<file path="config.mk">
export PLATFORM = sky130hd
export DESIGN_NAME = mult_secuencial_flat
export DESIGN_NICKNAME = d
export VERILOG_FILES = /design/src/rtl/mult_pkg.sv /design/src/rtl/mult_secuencial_if.sv /design/src/rtl/mult_secuencial_magnitud_signo.sv /design/src/rtl/mult_secuencial.sv /design/src/flat_wrapper.sv
export SDC_FILE = /design/constraint.sdc
export NUM_CORES = 1
export LEC_CHECK = 0
export CORE_MARGIN = 2
export CORE_UTILIZATION = 45
export CTS_BUF_LIST = sky130_fd_sc_hd__clkbuf_8
export DETAILED_ROUTE_END_ITERATION = 16
export HOLD_SLACK_MARGIN = 0.02
export PLACE_DENSITY = 0.75
export SETUP_SLACK_MARGIN = 0.1
export SYNTH_ARGS = -nofsm -noshare
export SYNTH_HDL_FRONTEND = slang
export SYNTH_SLANG_ARGS = --single-unit
</file>
<file path="constraint.sdc">
create_clock -name CLK -period 5.8 [get_ports CLK]
set_input_delay 1.45 -clock CLK [delete_from_list [all_inputs] [get_ports CLK]]
set_output_delay 1.45 -clock CLK [all_outputs]
set_load 0.02 [all_outputs]
</file>
<file path="src/rtl/mult_pkg.sv">
// Shared definitions for the sequential signed multiplier: default width, FSM states, counter sizing.
// Latency: none, declarations only.
// Backpressure: not applicable.
package mult_pkg;

    localparam int N_DEF = 24;

    typedef enum logic [1:0] {
        IDLE  = 2'd0,
        CALC  = 2'd1,
        SIGNO = 2'd2
    } state_t;

    // One spare bit so the counter can hold N itself without wrapping.
    function automatic int cnt_w(input int n);
        return $clog2(n) + 1;
    endfunction

    localparam int CNT_W_DEF = $clog2(N_DEF) + 1;

endpackage

</file>
<file path="src/rtl/mult_secuencial_if.sv">
// Start/operand/result bundle between a requester and the sequential multiplier.
// Latency: none, wiring only.
// Backpressure: none; the requester must watch Ocupado, because starts raised while busy are dropped.
interface mult_secuencial_if
    import mult_pkg::*;
#(
    parameter int N = N_DEF
);
    logic             Inicio;
    logic [N-1:0]     Datos_A;
    logic [N-1:0]     Datos_B;
    logic [2*N-1:0]   Datos_Sum;
    logic             Listo;
    logic             Ocupado;

    modport master (
        output Inicio, Datos_A, Datos_B,
        input  Datos_Sum, Listo, Ocupado
    );

    modport slave (
        input  Inicio, Datos_A, Datos_B,
        output Datos_Sum, Listo, Ocupado
    );
endinterface

</file>
<file path="src/rtl/mult_secuencial_magnitud_signo.sv">
// Splits a two's-complement word into an unsigned magnitude and a sign bit.
// Latency: combinational.
// Backpressure: not applicable.
module magnitud_signo #(
    parameter int N = 24
) (
    input  logic [N-1:0] dato,
    output logic [N-1:0] magnitud,
    output logic         signo
);
    // The most negative value negates to itself, which is already its correct unsigned magnitude.
    assign signo    = dato[N-1];
    assign magnitud = dato[N-1] ? (~dato + 1'b1) : dato;
endmodule

</file>
<file path="src/rtl/mult_secuencial.sv">
// Radix-2 shift-add signed multiplier: multiplies the magnitudes, then applies the sign, giving a 2N-bit product.
// Latency: N+2 edges from an accepted Inicio to the Listo pulse.
// Backpressure: Inicio is ignored while busy; the result is held until the next one replaces it.
module mult_secuencial
    import mult_pkg::*;
#(
    parameter int N = N_DEF
) (
    input  logic             CLK,
    input  logic             RST,
    mult_secuencial_if.slave bus
);
    localparam int CW = cnt_w(N);

    state_t          state, next_state;
    logic [N-1:0]    mag_a, mag_b;
    logic            sgn_a, sgn_b;
    logic [N-1:0]    mcand, mplier;
    logic            sgn;
    logic [2*N-1:0]  acc;
    logic [CW-1:0]   cnt;

    magnitud_signo #(.N(N)) u_mag_a (
        .dato     (bus.Datos_A),
        .magnitud (mag_a),
        .signo    (sgn_a)
    );

    magnitud_signo #(.N(N)) u_mag_b (
        .dato     (bus.Datos_B),
        .magnitud (mag_b),
        .signo    (sgn_b)
    );

    always_ff @(posedge CLK) begin
        if (RST) state <= IDLE;
        else     state <= next_state;
    end

    always_comb begin
        next_state = state;
        case (state)
            IDLE:    if (bus.Inicio) next_state = CALC;
            CALC:    if (cnt == CW'(N - 1)) next_state = SIGNO;
            SIGNO:   next_state = IDLE;
            default: next_state = IDLE;
        endcase
    end

    always_ff @(posedge CLK) begin
        if (RST) begin
            mcand         <= '0;
            mplier        <= '0;
            sgn           <= 1'b0;
            acc           <= '0;
            cnt           <= '0;
            bus.Datos_Sum <= '0;
            bus.Listo     <= 1'b0;
            bus.Ocupado   <= 1'b0;
        end else begin
            bus.Listo   <= 1'b0;
            // Busy stays up through the cycle that presents the result.
            bus.Ocupado <= (next_state != IDLE) || (state == SIGNO);
            case (state)
                IDLE: begin
                    if (bus.Inicio) begin
                        mcand  <= mag_a;
                        mplier <= mag_b;
                        sgn    <= sgn_a ^ sgn_b;
                        acc    <= '0;
                        cnt    <= '0;
                    end
                end
                CALC: begin
                    if (mplier[0]) acc <= acc + ({{N{1'b0}}, mcand} << cnt);
                    mplier <= mplier >> 1;
                    cnt    <= cnt + 1'b1;
                end
                SIGNO: begin
                    bus.Datos_Sum <= sgn ? -acc : acc;
                    bus.Listo     <= 1'b1;
                end
                default: ;
            endcase
        end
    end
endmodule

</file>
<file path="src/flat_wrapper.sv">
// flat-port wrapper written by rule: the top's interface ports become plain ports
module mult_secuencial_flat import mult_pkg::*;
#(
    parameter int N = N_DEF
)
  (CLK, RST, bus_Inicio, bus_Datos_A, bus_Datos_B, bus_Datos_Sum, bus_Listo, bus_Ocupado);
  mult_secuencial_if #(.N(N)) bus_i ();
  input  logic CLK;
  input  logic RST;
  input wire logic [$bits(bus_i.Inicio)-1:0] bus_Inicio;
  input wire logic [$bits(bus_i.Datos_A)-1:0] bus_Datos_A;
  input wire logic [$bits(bus_i.Datos_B)-1:0] bus_Datos_B;
  output wire logic [$bits(bus_i.Datos_Sum)-1:0] bus_Datos_Sum;
  output wire logic [$bits(bus_i.Listo)-1:0] bus_Listo;
  output wire logic [$bits(bus_i.Ocupado)-1:0] bus_Ocupado;
  assign bus_i.Inicio = bus_Inicio;
  assign bus_i.Datos_A = bus_Datos_A;
  assign bus_i.Datos_B = bus_Datos_B;
  assign bus_Datos_Sum = bus_i.Datos_Sum;
  assign bus_Listo = bus_i.Listo;
  assign bus_Ocupado = bus_i.Ocupado;
  mult_secuencial #(.N(N)) u_core (.CLK(CLK), .RST(RST), .bus(bus_i));
endmodule
</file>
# Yosys cells after proc, flatten, opt, wreduce, memory -nomap -nowiden
# Index checks and enable logic that the tools add are counted.
[op_classes]
n_addsub = 5
n_eq_ne = 5
shifts = 1
muxes = 14
bitwise_logic = 3
reduce_logical = 7
[op_table]
columns = ["op", "n"]
rows = [
  ["$mux 48", 3],
  ["$pmux 48 s2", 1],
  ["$mux 24", 3],
  ["$add 24x1->24 const B", 2],
  ["$add 48x48->48", 1],
  ["$neg 48->48", 1],
  ["$not 24->24", 2],
  ["$pmux 24 s2", 1],
  ["$shl 24x6->48", 1],
  ["$pmux 6 s2", 1],
  ["$add 6x1->6 const B", 1],
  ["$eq 6x5->1 const B", 1],
  ["$mux 6", 1],
  ["$mux 2", 2],
  ["$pmux 2 s2", 1],
  ["$reduce_and 2->1", 2],
  ["$reduce_bool 2->1", 2],
  ["$reduce_and 3->1", 1],
  ["$eq 2x1->1 const B", 1],
  ["$eq 2x2->1 const B", 1],
  ["$logic_not 2->1", 1],
  ["$ne 2x1->1 const B", 1],
  ["$ne 2x2->1 const B", 1],
  ["$logic_or 1x1->1", 1],
  ["2 further kinds", 2],
]
[word_totals]
register_bits = 155
inputBits = 51
wordCells = 44

# Logic depth before layout (Yosys ltp)
[logic_depth]
word_depth = 5
depth_mapped = 23
depth_no_buf = 19

# By module
# Synthesis repeated with hierarchy kept, for this count alone.
[hier_totals]
hier_cells = 1552
hier_area_um2 = 11701.2
[modules_own_cells]
columns = ["module", "n_inst", "cells_per_inst", "area_per_inst_um2"]
rows = [
  ["mult_secuencial", 1, 1400, 10612.7],
  ["magnitud_signo", 2, 76, 544.3],
]

# Worst setup path before layout
# Ideal clock, no wire load.
[synth_timing]
kind = "reg2reg"
startpoint = "reg u_core.cnt[1]"
endpoint = "reg u_core.acc[41]"
setup_time_ns = 0.062
arrival_ns = 4.653
required_time_ns = 5.738
path_slack_ns = 1.085
stages_incl_launch_ff = 22
n_path_buf = 3
period_less_slack_ns = 4.715
path_cell_list = "dfxtp_1 -> clkbuf_1 -> clkbuf_1 -> buf_2 -> mux2_1 -> nor2_1 -> a21oi_1 -> mux2_2 -> mux2i_1 -> nor2_1 -> nor2_1 -> nor2_1 -> ha_1 -> nand4_1 -> o31ai_1 -> nand2_1 -> a31oi_1 -> nand4_1 -> o21ai_1 -> a41oi_1 -> or4_1 -> nand3_1"
[synth_via]
elab_chain_len = 4
[synth_lines]
columns = ["element", "line", "rtl"]
rows = [
  ["start, declared", "mult_secuencial.sv:21", "logic [CW-1:0] cnt;"],
  ["start signal, assigned", "mult_secuencial.sv:77", "cnt <= cnt + 1'b1;"],
  ["$shl 24x6->48", "mult_secuencial.sv:75", "if (mplier[0]) acc <= acc + ({{N{1'b0}}, mcand} << cnt);"],
  ["$add 48x48->48", "mult_secuencial.sv:75", ""],
  ["$mux 48", "mult_secuencial.sv:75", ""],
  ["$pmux 48 s2", "mult_secuencial.sv:64", "case (state)"],
  ["end signal, assigned", "mult_secuencial.sv:75", ""],
  ["end, declared", "mult_secuencial.sv:20", "logic [2*N-1:0] acc;"],
]
# Every way passes these cells. The select of a mux whose other input is x is not followed.
# A chain may end at the register's enable or synchronous reset.

# Worst setup path in the final report
# Ends and elaborated chain as after synthesis.

==> results.ini <==
[global_routing]
grt_first_pass_wirelength_um = 51350
globalRouteOverflowTotal = 0
groute.usage.overall_pct = 23.50
largest_net_degree_at_the_start_of_global_routing = 94
number_of_global_route_vias_before_repair = 9950
antenna_violations_before_repair = 0

[setup_path]
worst_r2r_startpoint = u_core.cnt[1]$_SDFFE_PP0P_
timing.setup.critical_path_class = register to register
timing.critical_path.to_type = register
critical_path_peak_fanout = 35
crit_arrival_ns = 5.50
critPathLaunchType = register
required_ns = 6.22
worst_setup_path_startpoint = u_core.cnt[1]$_SDFFE_PP0P_

[detailed_routing]
detail_route.vias_per_cell = 5.869
route.detailed.drc = 0
routed_wire_length_per_instance_um = 16.73
drtAntennaViolNets = 0
via_count = 11240
first_iter_violations = 1081
iteration_count_of_the_initial_detailed_routing_pass = 7
wirelength_um = 32040

[clock_tree]
cts_buffer_depth = 2
cts_root_buf = clkbuf_8
number_of_buffers_inserted_to_repair_setup_after_cts = 0
ctsHtreeMaxLevel = 4
cts.hold.buffers_added = 0
worst_skew_pair.late_latency_ns = 0.49
cts_sinks = 155
postCtsResizedCells = 0
clk_transition_reported_paths_ns = 0.10
tritoncts = yes
cts_buffers = 17

[placement]
place_congestion = 1.058
total_half_perimeter_wirelength_after_legalization_and_detailed_placement_um = 24230
post_place_cell_area_sq_um = 12690
placement.io_buffers = 100

[logic_synthesis]
synth.net_count = 1646
yosys_most_used_dff = dfxtp_1
synth_seq_cells = 155
synthDistinctLibCells = 76
ys_top_cells_by_count = nor2_1 (232), nand2_1 (157), dfxtp_1 (155)
netlist_top_cells_area = dfxtp_1 (27%), nor2_1 (7.5%), ha_1 (5.5%), nand2_1 (5.1%), a21oi_1 (4.8%)
synth_most_common_cell = nor2_1
yosys_warnings = 0
fraction_of_the_yosys_area_taken_by_sequential_cells_pct = 26.77
synth_largest_area_cell = dfxtp_1
synth_enable_flop_cells = 0
synthesis.area_sq_um = 11590
share_of_synthesized_flip_flops_with_an_asynchronous_set_or_reset_pct = 0
syn_area_per_cell_sq_um = 7.513
syn_inst = 1543
fraction_of_synthesized_cell_area_taken_by_the_top_area_cell_type_pct = 26.77

[cells_and_area]
finalInstanceArea_sq_um = 13090
ant_cells = 0
share_of_cells_above_drive_strength_1_pct = 5.300
area.growth.synth_to_final_pct = 12.94
final_nets = 1675

[hold_path]
min-delay-path-class = register to register
holdCritStartpoint = u_core.bus.Datos_Sum[47]$_SDFFE_PP0P_

[run]
cap_viol_max_count = 0

[timing]
hold_vio_cnt_final = 0
slew_viol_final = 0
worst_slew_pin_slew_ns = 1.078
final.period_utilization_pct = 87.54
timing.setup.tns_ns = 0
period_minus_slack_ns = 5.077
clock.fmax_ghz = 0.1970
worst_rel_slew_slack_pct = 28.11
rsz_0062_raised_after_global_routing = false
report.final.setup_viol = 0
timing.clock.skew_ns = 0.01562

[pwr]
post-layout-total-power_mw = 2.469
leakage_nw = 5.072
max-vdd-ir-drop_v = 0.0001458
pwr_density_cell_nw_per_um2 = 188.6

[status]
status = finished clean

[die]
floorplan.io_pins = 101
rows = 58
initial_core_util_pct = 45.90
chipHeight_um = 164.5
design.die.area_sq_um = 27060
die_width_um = 164.5
coreArea_sq_um = 25250

[kinds of logic after synthesis]
| family | count (synthesis) | share of synthesized area (%) |
|---|---|---|
| multiplexers | 61 | 5.688 |
| AO/OA/AOI/OAI | 466 | 26.53 |
| buffers and inverters | 133 | 4.695 |
| AND/OR/NAND/NOR | 557 | 21.65 |
| XOR/XNOR | 119 | 8.991 |
| adder cells (fa/ha/maj) | 52 | 5.677 |
| flip-flops | 155 | 26.77 |
[registers in the layout (all words and copies together) (netlist names)]
signal and cells:
u_core.bus.Datos_Sum 48, u_core.acc 48, u_core.mplier 24, u_core.bus.Listo 1, u_core.cnt 6, u_core.bus.Ocupado 1
u_core.sgn 1, u_core.state 2, u_core.mcand 24
[final cells by class]
class / instances / area, sq um
clock buffer: 17 / 234.0
clock inverter: 15 / 168.9
fill: 2544 / 12160
inverter: 27 / 101.3
multi-input combinational: 1255 / 7954
sequential: 155 / 3103
tap: 330 / 412.9
timing repair buffer: 116 / 1119
[layer usage]
metal | up-vias | part of all wire [%] | track usage, %
met3 | 42 | 6.2 | 2.913
met5 | - | 0 | 0
met4 | 0 | 2.5 | 7.984
li1 | 5700 | - | -
met1 | 5121 | 48 | 33.41
met2 | 376 | 43 | 36.74
[worst paths after layout]
kind                                                         endpoint  slack [ns]  cells past startpoint
worst max register to register            u_core.acc[41]$_SDFFE_PP0P_        0.72                     18
worst min-delay path            u_core.bus.Datos_Sum[47]$_SDFFE_PP0P_        0.46                      2
worst max-delay path                      u_core.acc[41]$_SDFFE_PP0P_        0.72                     18
worst min register to register  u_core.bus.Datos_Sum[47]$_SDFFE_PP0P_        0.46                      2
[power breakdown]
group / switching (mW) / internal (mW)
clock network: 0.514 / 0.328
logic: 0.308 / 0.201
registers: 0.0249 / 1.09
[worst max-delay path: stages, from the launching register on]
cell     delay (ns)
dfxtp_1        0.33
buf_4          0.38
mux2_1         0.39
nor2_1         0.10
a21oi_1        0.09
mux2i_1        0.35
mux2i_1        0.17
a22oi_1        0.23
nor2_1         0.10
ha_1           0.46
nand4_1        0.25
o31ai_1        0.38
nand2_1        0.11
a31oi_1        0.32
nand4_1        0.23
o21ai_1        0.28
a41oi_1        0.28
or4_1          0.47
nand3_1        0.09
[layout by cell type (no fill, tap or decap), drive strengths merged, types with 5 or more instances in the layout]
master	count
nor2	233
ha	51
xnor2	57
nor2b	10
clkdlybuf4s50	99
nand3	24
nand4	17
a222oi	19
nand2	157
nand2b	13
nor4	7
nor3	21
mux2	19
a211oi	63
xor2	62
o22ai	16
clkbuf	17
dfxtp	155
and3	15
and2	7
o21bai	9
mux2i	40
buf	17
o31ai	26
a41oi	7
o21ai	97
or2	14
or4	12
a21oi	112
a31oi	15
o41ai	13
clkinv	7
a21o	25
inv	35
a22oi	28
or3	14
a221oi	5
[per-stage QoR]
stage	util [%]	std cells	setup slack, ns	hold WS, ns
after floorplan	-	1543	1.085	0.4389
after global placement	50.25	1883	0.8612	0.4396
after detailed placement	50.25	1883	0.8892	0.4500
after CTS	51.84	1915	0.8419	0.4624
after global routing	51.84	1915	0.4187	0.4773
final	51.84	1915	0.7229	0.4588
(Power assumes the default switching activity.)
